--- src/rtl/ps2_keyboard_if.sv ---
// ps2_keyboard_if: keyboard-to-cpu port bundle.
//   kb_tr  - cpu acknowledge; a rising edge pops the FIFO head
//   kb_ch  - FIFO head byte, 8'h00 when empty
//   kb_hit - FIFO not empty
//   kb_ovf - sticky overflow flag
//   kb_err - one-cycle pulse on framing/parity/timeout error
// Modports: master = keyboard receiver side, slave = cpu side.
interface ps2_keyboard_if;
  logic       kb_tr;
  logic [7:0] kb_ch;
  logic       kb_hit;
  logic       kb_ovf;
  logic       kb_err;

  modport master (input kb_tr, output kb_ch, output kb_hit, output kb_ovf, output kb_err);
  modport slave  (output kb_tr, input kb_ch, input kb_hit, input kb_ovf, input kb_err);
endinterface

--- src/rtl/ps2_keyboard.sv ---
// ps2_keyboard: PS/2 device-to-host receiver with a scan-code FIFO feeding the cpu port.
// Ports:
//   clock   - system clock, rising edge
//   locked  - asynchronous active-low reset
//   ps2_clk - PS/2 clock from the device (asynchronous)
//   ps2_dat - PS/2 data from the device (asynchronous)
//   kb      - ps2_keyboard_if.master (kb_tr in; kb_ch, kb_hit, kb_ovf, kb_err out)
// Build option: define PS2_PARITY_EN to reject frames with a bad (even) parity bit.
// Without it the parity bit is captured but ignored; the stop bit is always checked.
module ps2_keyboard #(
  parameter int unsigned FIFO_AW    = 4,
  parameter int unsigned FILTER_LEN = 8,
  parameter int unsigned TIMEOUT    = 25000
) (
  input  logic           clock,
  input  logic           locked,
  input  logic           ps2_clk,
  input  logic           ps2_dat,
  ps2_keyboard_if.master kb
);

  localparam int unsigned FCW = $clog2(FILTER_LEN + 1);
  localparam int unsigned TCW = $clog2(TIMEOUT + 1);
  localparam logic [FCW-1:0] FltLast = FCW'(FILTER_LEN - 1);
  localparam logic [TCW-1:0] TmoLast = TCW'(TIMEOUT);

  localparam logic [1:0] StIdle   = 2'd0;
  localparam logic [1:0] StData   = 2'd1;
  localparam logic [1:0] StParity = 2'd2;
  localparam logic [1:0] StStop   = 2'd3;

  // Input synchronisers and clock glitch filter
  logic [1:0]     clk_sync_q, dat_sync_q;
  logic           clk_s, dat_s;
  logic           flt_q, flt_d;
  logic [FCW-1:0] flt_cnt_q, flt_cnt_d;
  logic           fall;

  assign clk_s = clk_sync_q[1];
  assign dat_s = dat_sync_q[1];

  // A level change is accepted on the FILTER_LEN-th consecutive differing sample.
  always_comb begin
    flt_d     = flt_q;
    flt_cnt_d = '0;
    if (clk_s != flt_q) begin
      if (flt_cnt_q == FltLast) flt_d = clk_s;
      else                      flt_cnt_d = flt_cnt_q + FCW'(1);
    end
  end

  assign fall = flt_q & ~flt_d;

  // Frame FSM
  logic [1:0]     state_q, state_d;
  logic [2:0]     bitcnt_q, bitcnt_d;
  logic [7:0]     sh_q, sh_d;
  logic           par_q, par_d;
  logic [TCW-1:0] tmo_q, tmo_d;
  logic           err_q, err_d;
  logic           push;
  logic           parity_good, par_ok;

  assign parity_good = ^{sh_q, par_q};
`ifdef PS2_PARITY_EN
  assign par_ok = parity_good;
`else
  logic unused_parity;
  assign unused_parity = parity_good;
  assign par_ok        = 1'b1;
`endif

  always_comb begin
    state_d  = state_q;
    bitcnt_d = bitcnt_q;
    sh_d     = sh_q;
    par_d    = par_q;
    err_d    = 1'b0;
    push     = 1'b0;
    tmo_d    = (state_q == StIdle) ? '0 : tmo_q + TCW'(1);
    if (fall) begin
      tmo_d = '0;
      case (state_q)
        StIdle: begin
          if (!dat_s) begin
            state_d  = StData;
            bitcnt_d = 3'd0;
          end
        end
        StData: begin
          sh_d     = {dat_s, sh_q[7:1]};
          bitcnt_d = bitcnt_q + 3'd1;
          if (bitcnt_q == 3'd7) state_d = StParity;
        end
        StParity: begin
          par_d   = dat_s;
          state_d = StStop;
        end
        default: begin
          state_d = StIdle;
          if (dat_s && par_ok) push  = 1'b1;
          else                 err_d = 1'b1;
        end
      endcase
    end else if (state_q != StIdle && tmo_q == TmoLast) begin
      // Device stalled mid-frame: abandon it.
      state_d = StIdle;
      err_d   = 1'b1;
      tmo_d   = '0;
    end
  end

  // FIFO
  logic [7:0]       mem_q [2**FIFO_AW];
  logic [FIFO_AW:0] wp_q, rp_q;
  logic             kb_tr_q, ovf_q;
  logic             empty, full, do_pop, do_push, last_one;

  assign empty    = (wp_q == rp_q);
  assign full     = (wp_q[FIFO_AW] != rp_q[FIFO_AW]) &&
                    (wp_q[FIFO_AW-1:0] == rp_q[FIFO_AW-1:0]);
  assign do_pop   = kb.kb_tr & ~kb_tr_q & ~empty;
  // A simultaneous pop frees the slot, so a push into a full FIFO still lands.
  assign do_push  = push & (~full | do_pop);
  assign last_one = ((rp_q + (FIFO_AW+1)'(1)) == wp_q);

  always_ff @(posedge clock or negedge locked) begin
    if (!locked) begin
      clk_sync_q <= 2'b11;
      dat_sync_q <= 2'b11;
      flt_q      <= 1'b1;
      flt_cnt_q  <= '0;
      state_q    <= StIdle;
      bitcnt_q   <= 3'd0;
      sh_q       <= 8'h00;
      par_q      <= 1'b0;
      tmo_q      <= '0;
      err_q      <= 1'b0;
      wp_q       <= '0;
      rp_q       <= '0;
      kb_tr_q    <= 1'b0;
      ovf_q      <= 1'b0;
    end else begin
      clk_sync_q <= {clk_sync_q[0], ps2_clk};
      dat_sync_q <= {dat_sync_q[0], ps2_dat};
      flt_q      <= flt_d;
      flt_cnt_q  <= flt_cnt_d;
      state_q    <= state_d;
      bitcnt_q   <= bitcnt_d;
      sh_q       <= sh_d;
      par_q      <= par_d;
      tmo_q      <= tmo_d;
      err_q      <= err_d;
      kb_tr_q    <= kb.kb_tr;
      if (do_push) wp_q <= wp_q + (FIFO_AW+1)'(1);
      if (do_pop)  rp_q <= rp_q + (FIFO_AW+1)'(1);
      if (push && full && !do_pop)            ovf_q <= 1'b1;
      else if (do_pop && !do_push && last_one) ovf_q <= 1'b0;
    end
  end

  always_ff @(posedge clock) begin
    if (do_push) mem_q[wp_q[FIFO_AW-1:0]] <= sh_q;
  end

  assign kb.kb_ch  = empty ? 8'h00 : mem_q[rp_q[FIFO_AW-1:0]];
  assign kb.kb_hit = ~empty;
  assign kb.kb_ovf = ovf_q;
  assign kb.kb_err = err_q;

endmodule

--- src/flat_wrapper.sv ---
// flat-port wrapper written by rule: the top's interface ports become plain ports
module ps2_keyboard_flat 
#(
  parameter int unsigned FIFO_AW    = 4,
  parameter int unsigned FILTER_LEN = 8,
  parameter int unsigned TIMEOUT    = 25000
)
  (clock, locked, ps2_clk, ps2_dat, kb_kb_tr, kb_kb_ch, kb_kb_hit, kb_kb_ovf, kb_kb_err);
  ps2_keyboard_if kb_i ();
  input  logic clock;
  input  logic locked;
  input  logic ps2_clk;
  input  logic ps2_dat;
  input wire logic [$bits(kb_i.kb_tr)-1:0] kb_kb_tr;
  output wire logic [$bits(kb_i.kb_ch)-1:0] kb_kb_ch;
  output wire logic [$bits(kb_i.kb_hit)-1:0] kb_kb_hit;
  output wire logic [$bits(kb_i.kb_ovf)-1:0] kb_kb_ovf;
  output wire logic [$bits(kb_i.kb_err)-1:0] kb_kb_err;
  assign kb_i.kb_tr = kb_kb_tr;
  assign kb_kb_ch = kb_i.kb_ch;
  assign kb_kb_hit = kb_i.kb_hit;
  assign kb_kb_ovf = kb_i.kb_ovf;
  assign kb_kb_err = kb_i.kb_err;
  ps2_keyboard #(.FIFO_AW(FIFO_AW), .FILTER_LEN(FILTER_LEN), .TIMEOUT(TIMEOUT)) u_core (.clock(clock), .locked(locked), .ps2_clk(ps2_clk), .ps2_dat(ps2_dat), .kb(kb_i));
endmodule
--- config.mk ---
export PLATFORM = sky130hd
export DESIGN_NAME = ps2_keyboard_flat
export DESIGN_NICKNAME = d
export VERILOG_FILES = /design/src/rtl/ps2_keyboard_if.sv /design/src/rtl/ps2_keyboard.sv /design/src/flat_wrapper.sv
export SDC_FILE = /design/constraint.sdc
export NUM_CORES = 1
export LEC_CHECK = 0
export CORE_UTILIZATION = 40
export DETAILED_ROUTE_END_ITERATION = 16
export PLACE_DENSITY_LB_ADDON = 0.2
export SYNTH_ARGS = -nofsm -noshare
export SYNTH_HDL_FRONTEND = slang
export SYNTH_SLANG_ARGS = --single-unit
--- constraint.sdc ---
create_clock -name clock -period 2.7 [get_ports clock]
set_input_delay 0.405 -clock clock [delete_from_list [all_inputs] [get_ports clock]]
set_output_delay 0.405 -clock clock [all_outputs]
set_load 0.005 [all_outputs]
==> metrics.md <==
| Metric | Value |
|---|---|
| Cell breakdown of the critical path | `buf_12, buf_12, buf_6, mux4_2, mux4_2, nor2b_1, buf_2` |
| Sequential group share of total power | `43.7%` |
| GP Congestion | `0.772` |
| Portion of total power attributed to the clock network | `34.9%` |
| Ys flop type | `edfxtp_1` |
| Cells after synthesis | `441` |
| Switching power of the nets | `1.87 mW` |
| Maximum clock frequency | `0.355 GHz` |
| Number of unique standard cell types used by synthesis | `49` |
| Worst slew margin relative to its limit | `60.5%` |
| Violations in the final reports | `negative setup slack` |
| CTS HTree Levels | `4` |
| Final Hold Fails | `0` |
| Category of the most critical setup path | `flop to output port` |
| X dimension of the die | `139 um` |
| Number of violations of the max-capacitance limit | `0` |
| Post-route insts no fill | `755` |
| Final Total Pwr | `6.97 mW` |
| Number of buffers created by CTS | `17` |
| Synth warnings | `0` |
| Pin slew with the least headroom to its limit | `593 ps` |
| Port Buffer Count | `15` |
| Number of buffers between clock root and the deepest sink | `2` |
| Drt wl/cell | `20.6 um` |
| Setup total negative slack | `-819 ps` |
| Worst Path Arrival | `2410 ps` |
| Total vias in the final route | `4,037` |
| Overall routing resource usage | `17.5%` |
| Path category of the worst min-delay check | `primary input to async pin` |
| Largest area contributor in the netlist | `edfxtp_1` |
| Final-report max-slew violation count | `0` |
| Slowest stage cell, crit path | `mux4_2` |
| Max FO, Critical Path | `6` |
| Portion of the post-synthesis area used by sequential elements | `67.6%` |
| Die ar. | `0.0194 sq mm` |
| Flip-flop and latch count after synthesis | `178` |
| Syn_nets | `460` |
| Number of instances in the placed design | `700` |
| Pin count of the biggest net entering global routing | `39` |
| Area delta synth->final | `21.4%` |
| Endpoint kind of the worst setup timing path | `output port` |
| Number of DRC violations after detailed routing | `0` |
| Layout Nets | `532` |
| First-pass detailed-route iteration total | `5` |
| Clock Root Buffer | `clkbuf_16` |
| Switching Fraction | `26.8%` |
| Commonest non-fill, non-tap cells in the layout | `edfxtp_1 (128), dfrtp_1 (44), mux4_2 (40)` |
| Data required time of the worst path | `2300 ps` |
| Setup violations, final | `8` |
| Status | `finished, violations left` |
| Pwr/cell area | `761 mW/mm^2` |
| Ports | `16` |
| Fraction of post-synthesis cell area in the top cell type by area | `51.0%` |
| Static Leak | `3.62 nW` |
| Antenna diode instance count | `0` |
| Starting density of the core | `41.4%` |
| Type of origin of the critical path | `flop` |
| Mean area per synthesized cell | `17.1 sq um` |
| Grt total ovfl | `0` |
| Clock net sink count | `178` |
| Most frequent standard cell in the layout excluding fill and tap cells | `edfxtp_1` |
| Critical path's largest stage delay | `480 ps` |
| Top area cells in the synthesized netlist | `edfxtp_1 (51%), dfrtp_1 (15%), mux4_2 (12%)` |
| Skew final | `10.1 ps` |
| Post-synthesis instance area | `0.00754 sq mm` |
| First-pass GRT wire length | `24.5 mm` |
| Async set or reset register ratio after synthesis | `28.1%` |
| Number of global-route vias before repair | `4,115` |
| Internal power | `5.10 mW` |
| Number of synthesized flops with an enable pin | `128` |
| Initial drt markers | `290` |
| Antenna violations before repair | `0` |
| Crit path time final | `2820 ps` |
| Via/cell ratio | `5.35` |
| Fraction of layout instances using a drive strength above 1 | `31.0%` |
| Share of power burned in combinational logic | `21.4%` |
| Setup slack after layout | `-117 ps` |
| Largest vdd supply drop | `0.461 mV` |
| Clock transition time at the flip-flop clock pins of the worst setup and hold paths | `70 ps` |
| Post-DRT Antenna Nets | `0` |
| Worst-Skew Late Latency | `440 ps` |
| Die height | `139 um` |
| Routed Wire Length | `15.6 mm` |
| Num rows | `49` |
| DP HPWL | `9.59 mm` |
| Clock tree from TritonCTS | `yes` |
| Core Footprint | `0.0182 sq mm` |
| RSZ-0062 raised after global routing | `yes` |
| Fraction of the cycle the final worst path needs | `104%` |
[cells in the mapped netlist, types with 2 or more instances]
library cell and number:
buf_4 2, nand2b_1 3, buf_6 4, mux4_2 40, mux2_1 2, mux2i_1 2, clkbuf_1 5, nor2_1 21
a211oi_1 6, ha_1 14, buf_2 5, nor3_1 6, nand3_1 9, nand4_1 5, edfxtp_1 128, or4bb_1 2
a21oi_1 5, nor2b_1 14, nand3b_1 2, xor2_1 16, and3_1 14, nand2_1 17, inv_1 11, xnor2_1 12
and2_1 7, a31oi_1 2, nor4_1 2, or3_1 5, o21ai_0 4, a21oi_2 2, dfstp_2 5, mux2_2 8
dfrtp_1 45
[flip-flops by register name, indices dropped and copies added, names as in the netlist]
name	count
u_core.mem_q	128
u_core.tmo_q	15
u_core.sh_q	8
u_core.rp_q	5
u_core.wp_q	5
u_core.flt_cnt_q	4
u_core.bitcnt_q	3
u_core.clk_sync_q	2
u_core.dat_sync_q	2
u_core.state_q	2
u_core.flt_q	1
u_core.kb.kb_err	1
u_core.kb.kb_ovf	1
u_core.kb_tr_q	1
[cells by family after synthesis]
kind of cell / count (synthesis) / synth area share, %
adder cells (fa/ha/maj): 14 / 2.32
flip-flops: 178 / 67.6
XOR/XNOR: 28 / 3.25
multiplexers: 52 / 13.7
buffers and inverters: 29 / 2.02
AND/OR/NAND/NOR: 114 / 8.56
AO/OA/AOI/OAI: 26 / 2.49
[final timing paths]
check / start / end / slack, ps / cells past startpoint
worst max-delay path: u_core.rp_q[0]$_DFFE_PN0P_ / kb_kb_ch[1] / -120 / 7
worst min-delay path: locked / u_core.rp_q[3]$_DFFE_PN0P_ / 350 / 2
worst max register to register: u_core.flt_cnt_q[0]$_DFF_PN0_ / u_core.mem_q[4][5]$_DFFE_PP_ / 230 / 6
worst min register to register: u_core.clk_sync_q[0]$_DFF_PN1_ / u_core.clk_sync_q[1]$_DFF_PN1_ / 350 / 0
max in group asynchronous: locked / u_core.flt_q$_DFF_PN1_ / 1750 / 3
min in group clock: u_core.clk_sync_q[0]$_DFF_PN1_ / u_core.clk_sync_q[1]$_DFF_PN1_ / 360 / 0
[cell type report]
type | count | area [sq um]
repair buffers | 70 | 776
well taps | 229 | 287
clock inverters | 11 | 111
clock buffers | 21 | 483
inverters | 12 | 45.0
multi-input cells | 234 | 2350
flip-flops and latches | 178 | 5100
fillers | 1475 | 9050
[layer usage]
metal  vias up  global-route usage [%]  wire [um]
met1      2088                    22.0       6640
met3        24                    3.54        531
li1       1847                       -          -
met5         -                       0          0
met4         0                    6.90        349
met2        78                    29.7       8050
[critical path: cells and delay by family, from the launching register on]
family | cells | cell delay (ps)
buffers and inverters | 4 | 460
flip-flops | 1 | 440
multiplexers | 2 | 940
AND/OR/NAND/NOR | 1 | 140
[stage by stage]
stage | utilization, % | setup WS, ps | cell area, sq um | hold WS, ps
floorplan | - | 484 | 7540 | 109
global placement | 45.4 | 72.9 | 8270 | 276
detailed placement | 45.4 | 61.9 | 8270 | 273
CTS | 50.3 | -203 | 9160 | 339
global route | 50.3 | -176 | 9160 | 361
finish | 50.3 | -117 | 9160 | 355
[power by group through the flow]
stage	Combinational [mW]	Clock, mW	Sequential, mW
floorplan	0.819	0	3.07
global placement	1.09	0	3.10
detailed placement	1.11	0	3.10
CTS	1.52	2.48	3.05
global route	1.60	2.61	3.05
finish	1.49	2.43	3.05
[timing repair]
item | CTS | global route
hold buffers | 1 | 0
endpoints found under the hold margin | 6 | 0
resized for setup | 57 | 7
setup buffers | 17 | 7
pin swaps | 2 | 0
setup endpoints to repair | 9 | 8
cloned | 2 | 0
(Power assumes the default switching activity.)
